## src/rtl/gold_scrambler_pkg.sv

```systemverilog
// Gold-code symbol scrambler: shared widths, LFSR constants and types.
// Tap constants are bit masks over the 18-bit x/y registers.
package gold_scrambler_pkg;
  localparam int LFSR_W = 18;

  localparam logic [LFSR_W-1:0] X_RST = 18'h00001;
  localparam logic [LFSR_W-1:0] Y_RST = 18'h3FFFF;

  // feedback into bit 17: x7^x0, y10^y7^y5^y0
  localparam logic [LFSR_W-1:0] X_FB_TAPS = 18'h00081;
  localparam logic [LFSR_W-1:0] Y_FB_TAPS = 18'h004A1;

  // Rn[1]: x4,x6,x15 and y5,y6,y8..y15
  localparam logic [LFSR_W-1:0] X_RN_TAPS = 18'h08050;
  localparam logic [LFSR_W-1:0] Y_RN_TAPS = 18'h0FF60;

  typedef logic [0:0] state_t;
  localparam state_t ST_SEED = 1'b0;
  localparam state_t ST_RUN  = 1'b1;

  typedef enum logic [1:0] {
    ROT_0,
    ROT_90,
    ROT_180,
    ROT_270
  } rot_t;
endpackage

```

## src/rtl/gold_lfsr_pair.sv

```systemverilog
// x/y LFSR pair with frame-start seed copy and 2-bit rotation index.
// Control priority: reload > restart > step > step_x_only.
module gold_lfsr_pair
  import gold_scrambler_pkg::*;
(
  input  logic       i_clk,
  input  logic       i_reset_n,
  input  logic       i_step,
  input  logic       i_step_x_only,
  input  logic       i_reload,
  input  logic       i_restart,
  input  logic       i_latch_seed,
  output logic [1:0] o_rn
);
  logic [LFSR_W-1:0] r_x;
  logic [LFSR_W-1:0] r_y;
  logic [LFSR_W-1:0] r_x_seed;
  logic [LFSR_W-1:0] w_x_nxt;
  logic [LFSR_W-1:0] w_y_nxt;

  assign w_x_nxt = {^(r_x & X_FB_TAPS), r_x[LFSR_W-1:1]};
  assign w_y_nxt = {^(r_y & Y_FB_TAPS), r_y[LFSR_W-1:1]};

  assign o_rn[0] = r_x[0] ^ r_y[0];
  assign o_rn[1] = (^(r_x & X_RN_TAPS)) ^ (^(r_y & Y_RN_TAPS));

  always_ff @(posedge i_clk) begin
    if (!i_reset_n) begin
      r_x      <= X_RST;
      r_y      <= Y_RST;
      r_x_seed <= X_RST;
    end else begin
      if (i_latch_seed)
        r_x_seed <= r_x;
      if (i_reload) begin
        r_x <= X_RST;
        r_y <= Y_RST;
      end else if (i_restart) begin
        r_x <= r_x_seed;
        r_y <= Y_RST;
      end else if (i_step) begin
        r_x <= w_x_nxt;
        r_y <= w_y_nxt;
      end else if (i_step_x_only) begin
        r_x <= w_x_nxt;
      end
    end
  end
endmodule

```

## src/rtl/gold_scrambler.sv

```systemverilog
// Gold-code I/Q scrambler: seeds x by code number, then rotates
// each symbol by a saturating quarter-turn chosen by Rn.
module gold_scrambler
  import gold_scrambler_pkg::*;
#(
  parameter int W         = 8,
  parameter int FRAME_LEN = 16,
  parameter int CODE_W    = 18
) (
  input  logic              i_clk,
  input  logic              i_reset_n,
  input  logic [CODE_W-1:0] i_code,
  input  logic              i_code_load,
  input  logic              i_valid,
  input  logic [W-1:0]      i_i,
  input  logic [W-1:0]      i_q,
  output logic              o_in_ready,
  output logic              o_valid,
  output logic [W-1:0]      o_i,
  output logic [W-1:0]      o_q,
  output logic              o_last,
  input  logic              i_out_ready,
  output logic              o_seeding
);
  localparam int CNT_W = $clog2(FRAME_LEN);
  localparam logic [CNT_W-1:0] LAST_CNT = CNT_W'(FRAME_LEN - 1);
  localparam logic [W-1:0] MIN_VAL = {1'b1, {(W-1){1'b0}}};

  function automatic logic [W-1:0] f_neg(input logic [W-1:0] a);
    f_neg = (a == MIN_VAL) ? ~a : -a;
  endfunction

  state_t            r_state;
  logic [CODE_W-1:0] r_remain;
  logic [CNT_W-1:0]  r_cnt;
  logic              r_valid;
  logic [W-1:0]      r_i;
  logic [W-1:0]      r_q;
  logic              r_last;

  logic       w_seeding;
  logic       w_in_ready;
  logic       w_xfer;
  logic       w_wrap;
  logic       w_remain_zero;
  logic [1:0] w_rn;
  rot_t       w_rot;
  logic [W-1:0] w_oi;
  logic [W-1:0] w_oq;

  assign w_seeding     = (r_state == ST_SEED);
  assign w_remain_zero = (r_remain == '0);
  // a code load steals the cycle from any pending transfer
  assign w_in_ready    = !w_seeding && !i_code_load
                       && (!r_valid || i_out_ready);
  assign w_xfer        = i_valid && w_in_ready;
  assign w_wrap        = w_xfer && (r_cnt == LAST_CNT);

  gold_lfsr_pair u_lfsr (
    .i_clk         (i_clk),
    .i_reset_n     (i_reset_n),
    .i_step        (w_xfer && !w_wrap),
    .i_step_x_only (w_seeding && !i_code_load && !w_remain_zero),
    .i_reload      (i_code_load),
    .i_restart     (w_wrap),
    .i_latch_seed  (w_seeding && !i_code_load && w_remain_zero),
    .o_rn          (w_rn)
  );

  assign w_rot = rot_t'(w_rn);

  always_comb begin
    w_oi = i_i;
    w_oq = i_q;
    unique case (w_rot)
      ROT_0: begin
        w_oi = i_i;
        w_oq = i_q;
      end
      ROT_90: begin
        w_oi = f_neg(i_q);
        w_oq = i_i;
      end
      ROT_180: begin
        w_oi = f_neg(i_i);
        w_oq = f_neg(i_q);
      end
      ROT_270: begin
        w_oi = i_q;
        w_oq = f_neg(i_i);
      end
    endcase
  end

  always_ff @(posedge i_clk) begin
    if (!i_reset_n) begin
      r_state  <= ST_SEED;
      r_remain <= '0;
      r_cnt    <= '0;
    end else if (i_code_load) begin
      r_state  <= ST_SEED;
      r_remain <= i_code;
      r_cnt    <= '0;
    end else if (w_seeding) begin
      if (w_remain_zero)
        r_state <= ST_RUN;
      else
        r_remain <= r_remain - 1'b1;
    end else if (w_xfer) begin
      r_cnt <= w_wrap ? '0 : r_cnt + 1'b1;
    end
  end

  always_ff @(posedge i_clk) begin
    if (!i_reset_n) begin
      r_valid <= 1'b0;
      r_i     <= '0;
      r_q     <= '0;
      r_last  <= 1'b0;
    end else if (w_xfer) begin
      r_valid <= 1'b1;
      r_i     <= w_oi;
      r_q     <= w_oq;
      r_last  <= (r_cnt == LAST_CNT);
    end else if (r_valid && i_out_ready) begin
      r_valid <= 1'b0;
    end
  end

  assign o_in_ready = w_in_ready;
  assign o_valid    = r_valid;
  assign o_i        = r_i;
  assign o_q        = r_q;
  assign o_last     = r_last;
  assign o_seeding  = w_seeding;
endmodule

```

## config.mk

```make
export PLATFORM = sky130hd
export DESIGN_NAME = gold_scrambler
export DESIGN_NICKNAME = d
export VERILOG_FILES = /design/src/rtl/gold_scrambler_pkg.sv /design/src/rtl/gold_lfsr_pair.sv /design/src/rtl/gold_scrambler.sv
export SDC_FILE = /design/constraint.sdc
export NUM_CORES = 1
export LEC_CHECK = 0
export CAP_MARGIN = 20
export CELL_PAD_IN_SITES_DETAIL_PLACEMENT = 0
export CELL_PAD_IN_SITES_GLOBAL_PLACEMENT = 1
export CORE_ASPECT_RATIO = 0.8
export CORE_MARGIN = 1.5
export CORE_UTILIZATION = 42
export DETAILED_ROUTE_END_ITERATION = 7
export PLACE_DENSITY = 0.82
export SLEW_MARGIN = 20
export SYNTH_ARGS = -nofsm -noshare
export SYNTH_HDL_FRONTEND = slang
export SYNTH_SLANG_ARGS = --single-unit
```

## constraint.sdc

```tcl
create_clock -name i_clk -period 2.3 [get_ports i_clk]
set_input_delay 0.345 -clock i_clk [delete_from_list [all_inputs] [get_ports i_clk]]
set_output_delay 0.345 -clock i_clk [all_outputs]
set_load 0.005 [all_outputs]
```

==> results.toml, run 1 <==
[worst_setup_path]
critPathBufInv = 1
cp_data_arrival_time_ns = 2.44
end_kind = "register"
reg2reg_depth = 7
cp.depth = 7
crit_path_max_incr_delay_ns = 0.44
crit_path_start_kind = "register"
critPathSlowestCell = "xnor3_1"
worstSetupPathType = "reg2reg"
worstPathMaxFanout = 11
critical_path.top_delay_family = "XOR/XNOR gates"
required_ns = 2.51
path_cells = "xnor3_1 > xnor3_2 > xor2_4 > buf_4 > o21a_1 > nor3_1 > o31ai_1"

[routing]
viasPerCell = 5.63
antenna_left = 0
wl_mm = 12.7
first_pass_iters = 4
drc = 0
via_count = 4671
post_drt_wl_per_cell_um = 15.4
drt_iter0_drc = 305

[timing]
period_minus_slack_ns = 2.23
holdWs_ns = 0.458
clock_skew_ns = 0.00721
grt_setup_unrepaired = "true"
setup_violations = 0
fin_crit_sh_pct = 96.9
relSlewSlack_pct = 52.1
max_clock_freq_mhz = 449
slew_viol_final = 0
worst_pin_slew_ns = 0.715
post-route-worst-setup-slack_ns = 0.0718
hold_viol_final = 0

[yosys]
synth_flop_cell = "dfxtp_1"
ys_top_cells_by_area = "dfxtp_1, o21ai_0, nor3_1"
yosys_warnings = 0
synth_edf_count = 0
seq_area_frac_synth_pct = 38.4
synth.avg_cell_area_um2 = 8.22
syn_nets = 645
yosysMostFrequentCell = "dfxtp_1"
async_flop_share_pct = 0
synth_top_cell_area_share_pct = 38.4
syn_inst = 602
ys_seq_elements = 95
synth_commonest_cells = "dfxtp_1, nor2_1, o21ai_0"
yosys.cell_types.count = 60
syn_area_um2 = 4950
post-synth-top-area-cell = "dfxtp_1"

[place]
io_buffers = 58
gp_congestion = 0.873
post-place-ws_ns = -0.294
dp_cells = 812
place_area_um2 = 5880
place_hpwl_mm = 8.35

[floorplan]
coreArea_um2 = 11500
start_util_pct = 43.0
top_level_ports = 59
die-area_um2 = 12500
die_x_um = 124
floorplan.rows = 35
die_h_um = 100

[pwr]
powerDensity_nw_per_um2 = 598
ir_drop_mv = 0.354
p_leak_uw = 0.00240

[clock_tree]
ctsRootBufferMaster = "clkbuf_16"
h-tree-depth = 3
clk_latency_ns = 0.34
cts_tree = "done"
cts_buffers = 9
clock_path_buffers = 2
clkTransAtPathRegs_ns = 0.06
numClockSinks = 95
cts_hold_buf = 0

[global_route]
grt_pass1_wl_mm = 21.1
grt_max_degree = 38
gr-total-overflow = 0
grt_usage_pct = 20.5
antenna_found_initial = 0
grt_pass1_vias = 4473

[run_status]
status = "complete, no violations"

[layout]
multi_input_area_um2 = 2870
final_util_pct = 54.5
final-seq-area_um2 = 1900
nets = 721
finalNonFillerCells = 830
fillers = 1056
area_growth_pct = 26.9
design_area_um2 = 6280
antenna_cells = 0
drive_gt1_share_pct = 13.2

[min_path]
hold_depth = 3
hold_path_class = "in2reg"

[job]
max_cap_violations = 0
## report_power, final
part	leakage, uW	internal [uW]	switching, uW
Sequential	0.000773	1680	43.0
Clock	0.000143	868	623
Combinational	0.00149	258	279
## worst register-to-register path, delay by kind of cell, from the launching register on
| family | cells | cell delay [ns] |
|---|---|---|
| AO/OA/AOI/OAI | 2 | 0.29 |
| XOR/XNOR | 3 | 0.98 |
| buffers and inverters | 1 | 0.19 |
| flip-flops | 1 | 0.35 |
| AND/OR/NAND/NOR | 1 | 0.29 |
## kinds of logic (layout without fill, tap and decap cells)
logic type / Yosys count / after routing / share of synthesized area, %
AOI/OAI and AO/OA: 152 / 153 / 20.4
xor gates and xnor gates: 28 / 28 / 5.94
adders and majority gates: 4 / 4 / 1.01
buffers and inverters: 54 / 133 / 5.26
DFF: 95 / 95 / 38.4
muxes: 19 / 19 / 3.84
and+or+nand+nor: 250 / 250 / 25.1
## layer usage
| metal | part of all wire, % | vias up | track usage (%) |
|---|---|---|---|
| li1 | - | 2328 | - |
| met1 | 48 | 2234 | 26.6 |
| met2 | 47 | 100 | 34.6 |
| met3 | 3.6 | 9 | 4.16 |
| met4 | 0.89 | 0 | 6.98 |
| met5 | 0 | - | 0 |
## layout by cell type, fill, tap and decap left out, types with 3 or more instances in the layout
master / n
buf_4: 44
nor3_1: 45
o31ai_1: 8
nor4_1: 8
dfxtp_1: 94
clkbuf_16: 9
clkdlybuf4s50_1: 57
o32ai_1: 3
ha_1: 3
inv_1: 10
a31oi_1: 9
and3_1: 4
xnor2_1: 14
xor2_1: 9
a311oi_1: 15
nor2b_1: 20
and2_1: 5
nor3_2: 3
o21a_1: 11
nor2_1: 57
nand3_1: 46
o211a_1: 5
o21ai_0: 55
nand2_1: 43
mux2i_1: 19
buf_12: 3
a21oi_1: 23
## cell type report
type                            instances  share of cell area, %
Multi-Input combinational cell        454                   45.7
Sequential cell                        95                   30.3
Timing Repair Buffer                  107                   15.7
Clock buffer                           12                   3.92
Tap cell                              148                   2.95
Clock inverter                          3                  0.697
Inverter                               11                  0.657
## metrics by stage
step	power, uW	setup TNS [ns]
after global routing	3920	-0.0475
after floorplan	2070	0
after CTS	3760	0
after detailed placement	2270	-1.50
final	3760	0
after global placement	2250	-0.552
## worst paths after layout
kind	slack (ns)	start	endpoint
max reg2reg	0.07	u_lfsr.r_y[8]	o_q[0]
min	0.46	i_reset_n	o_i[6]
max	0.07	u_lfsr.r_y[8]	o_q[0]
min reg2reg	0.47	o_last	o_last
## sequential cells by signal, summed over array words and instances, names as in the netlist
signal	count
r_state	1
o_q	8
o_i	8
r_remain	18
o_valid	1
u_lfsr.r_x	18
o_last	1
r_cnt	4
u_lfsr.r_y	18
u_lfsr.r_x_seed	18
## repair_timing
| item | CTS | global route |
|---|---|---|
| setup buffers | 0 | 2 |
| gates cloned | 1 | 0 |
| resized for setup | 0 | 18 |
| setup endpoints to repair | 19 | 51 |
| hold endpoints to repair | 0 | 0 |
| pin swaps | 3 | 6 |
Power figures use the tool's default switching activity.
==> run 2: changes to the inputs <==
Settings changed: SETUP_SLACK_MARGIN from default to 0.4.
==> run 2 against run 1 <==
Compared with the run above:
- sequential share of layout area fell by 3.3 points
- combinational power rose by 38%
- via count up 3.8%
- largest power group unchanged
==> results.toml, run 2 (synthesis gave the netlist of run 1 again) <==
[pwr]
combPwrFrac_pct = 18.3
power.share.sequential_pct = 43.0
ir_drop_mv = 0.455
powerDensity_nw_per_um2 = 567
totalPowerFinal_uw = 4030
p_leak_uw = 0.00270
clock_power_share_pct = 38.7
switchingPower_uw = 1070
internal_power_uw = 2960
netSwitchingFraction_pct = 26.6

[floorplan]
die-area_um2 = 12500
start_util_pct = 43.0
coreArea_um2 = 11500
die_x_um = 124
die_h_um = 100
top_level_ports = 59
floorplan.rows = 35

[worst_setup_path]
required_ns = 2.52
reg2reg_depth = 9
timing.rr.start = "r_remain[0]"
r2r-end = "u_lfsr.r_x[7]"
critPathSlowestCell = "or4b_4"
regToRegSetupSlack_ns = 0.13
crit_path_end = "u_lfsr.r_x[7]"
end_kind = "register"
path_cells = "inv_2 > ha_4 > or4b_4 > nor3_4 > a21o_4 > buf_4 > o21ai_4 > nor2_2 > a311oi_2"
worstPathMaxFanout = 6
cp_data_arrival_time_ns = 2.38
worstSetupPathType = "reg2reg"
crit_path_start_kind = "register"
crit_start = "r_remain[0]"
crit_path_max_incr_delay_ns = 0.50

[global_route]
antenna_found_initial = 1
grt_pass1_wl_mm = 23.8
grt_usage_pct = 23.5
grt_pass1_vias = 4889
gr-total-overflow = 0
grt_max_degree = 49

[timing]
worst_pin_slew_ns = 0.796
max_clock_freq_mhz = 462
hold_viol_final = 0
period_minus_slack_ns = 2.17
grt_setup_unrepaired = "true"
relSlewSlack_pct = 46.6
slew_viol_final = 0
fin_crit_sh_pct = 94.2
clock_skew_ns = 0.0103
setup_violations = 0
post-route-worst-setup-slack_ns = 0.134

[layout]
area_growth_pct = 43.6
layout_commonest_cell = "dfxtp_1"
fillers = 977
layout_common_cells = "dfxtp_1, buf_4, clkdlybuf4s50_1"
drive_gt1_share_pct = 28.0
nets = 756

[routing]
wl_mm = 14.5
first_pass_iters = 4
wl_met1_mm = 6.59
wl_met3_um = 608
drt_iter0_drc = 269
top_layer_used = "met4"
via_count = 4847
drc = 0
antenna_left = 0
wl_met2_mm = 7.16
post_drt_wl_per_cell_um = 16.7
viasPerCell = 5.59

[job]
max_cap_violations = 0

[clock_tree]
clock_path_buffers = 2
clk_latency_ns = 0.35
clkTransAtPathRegs_ns = 0.07
numClockSinks = 95
ctsRootBufferMaster = "clkbuf_16"
cts_tree = "done"
cts_hold_buf = 0
cts_buffers = 9
h-tree-depth = 3

[min_path]
hold_path_class = "in2reg"
hold_depth = 3

[place]
place_hpwl_mm = 8.50
gp_congestion = 0.875
io_buffers = 58
post-place-ws_ns = -0.317

[run_status]
status = "complete, no violations"
[run 2: timing repair]
action | in CTS | in global routing
gates cloned | 8 | 2
endpoints found under the setup margin | 71 | 93
resized for setup | 76 | 53
pin swaps | 43 | 31
buffers inserted | 27 | 6
[run 2: worst min path at each step]
stage / start / end / slack, ns
after global routing: i_reset_n / o_i[5] / 0.47
after detailed placement: r_cnt[3] / r_cnt[3] / 0.46
after global placement: r_cnt[3] / r_cnt[3] / 0.45
final: i_reset_n / o_q[5] / 0.42
after floorplan: r_cnt[3] / r_cnt[3] / 0.43
after CTS: i_reset_n / o_q[5] / 0.42
[run 2: per-layer routing]
layer | vias up | global-route usage, %
met1 | 2323 | 30.2
met5 | - | 0
met4 | 0 | 7.34
li1 | 2417 | -
met2 | 97 | 39.7
met3 | 10 | 5.06
[run 2: per-stage QoR]
stage	hold WS, ns	area [um^2]	TNS, ns	std cells	utilization [%]
after detailed placement	0.460	5920	-2.09	807	51.4
after CTS	0.418	6830	0	858	59.3
after global routing	0.473	7110	0	867	61.7
after global placement	0.453	5910	-1.68	807	51.3
final	0.425	7110	0	867	61.7
after floorplan	0.432	5050	0	602	-
[run 2: cell type report]
type,instances,area [um^2],area share [%]
inverter,11,58.8,0.827
multi-input combinational,460,3370,47.3
sequential,95,1920,27.0
clock buffer,12,256,3.61
antenna,1,2.50,0.0352
tap,148,185,2.60
clock inverter,4,53.8,0.757
timing repair buffer,136,1270,17.8
[run 2: power by group through the flow]
stage / logic (uW) / registers, uW / clock network, uW
after global routing: 803 / 1740 / 1650
after detailed placement: 519 / 1770 / 0
final: 739 / 1730 / 1560
after CTS: 660 / 1730 / 1590
after global placement: 508 / 1760 / 0
after floorplan: 344 / 1760 / 0
[run 2: worst max-delay path, delay by kind of cell (launching register included)]
kind | cells | cell delay, ns
fa+ha+maj | 1 | 0.13
simple gates | 3 | 0.95
buf+inv | 2 | 0.23
compound gates | 3 | 0.40
flops | 1 | 0.33
==> run 3: changes to the inputs <==
Settings changed: CTS_CLUSTER_SIZE from default to 40.
==> results of run 3 <==
Final layout, timing and power as in run 2 (identical DEF).
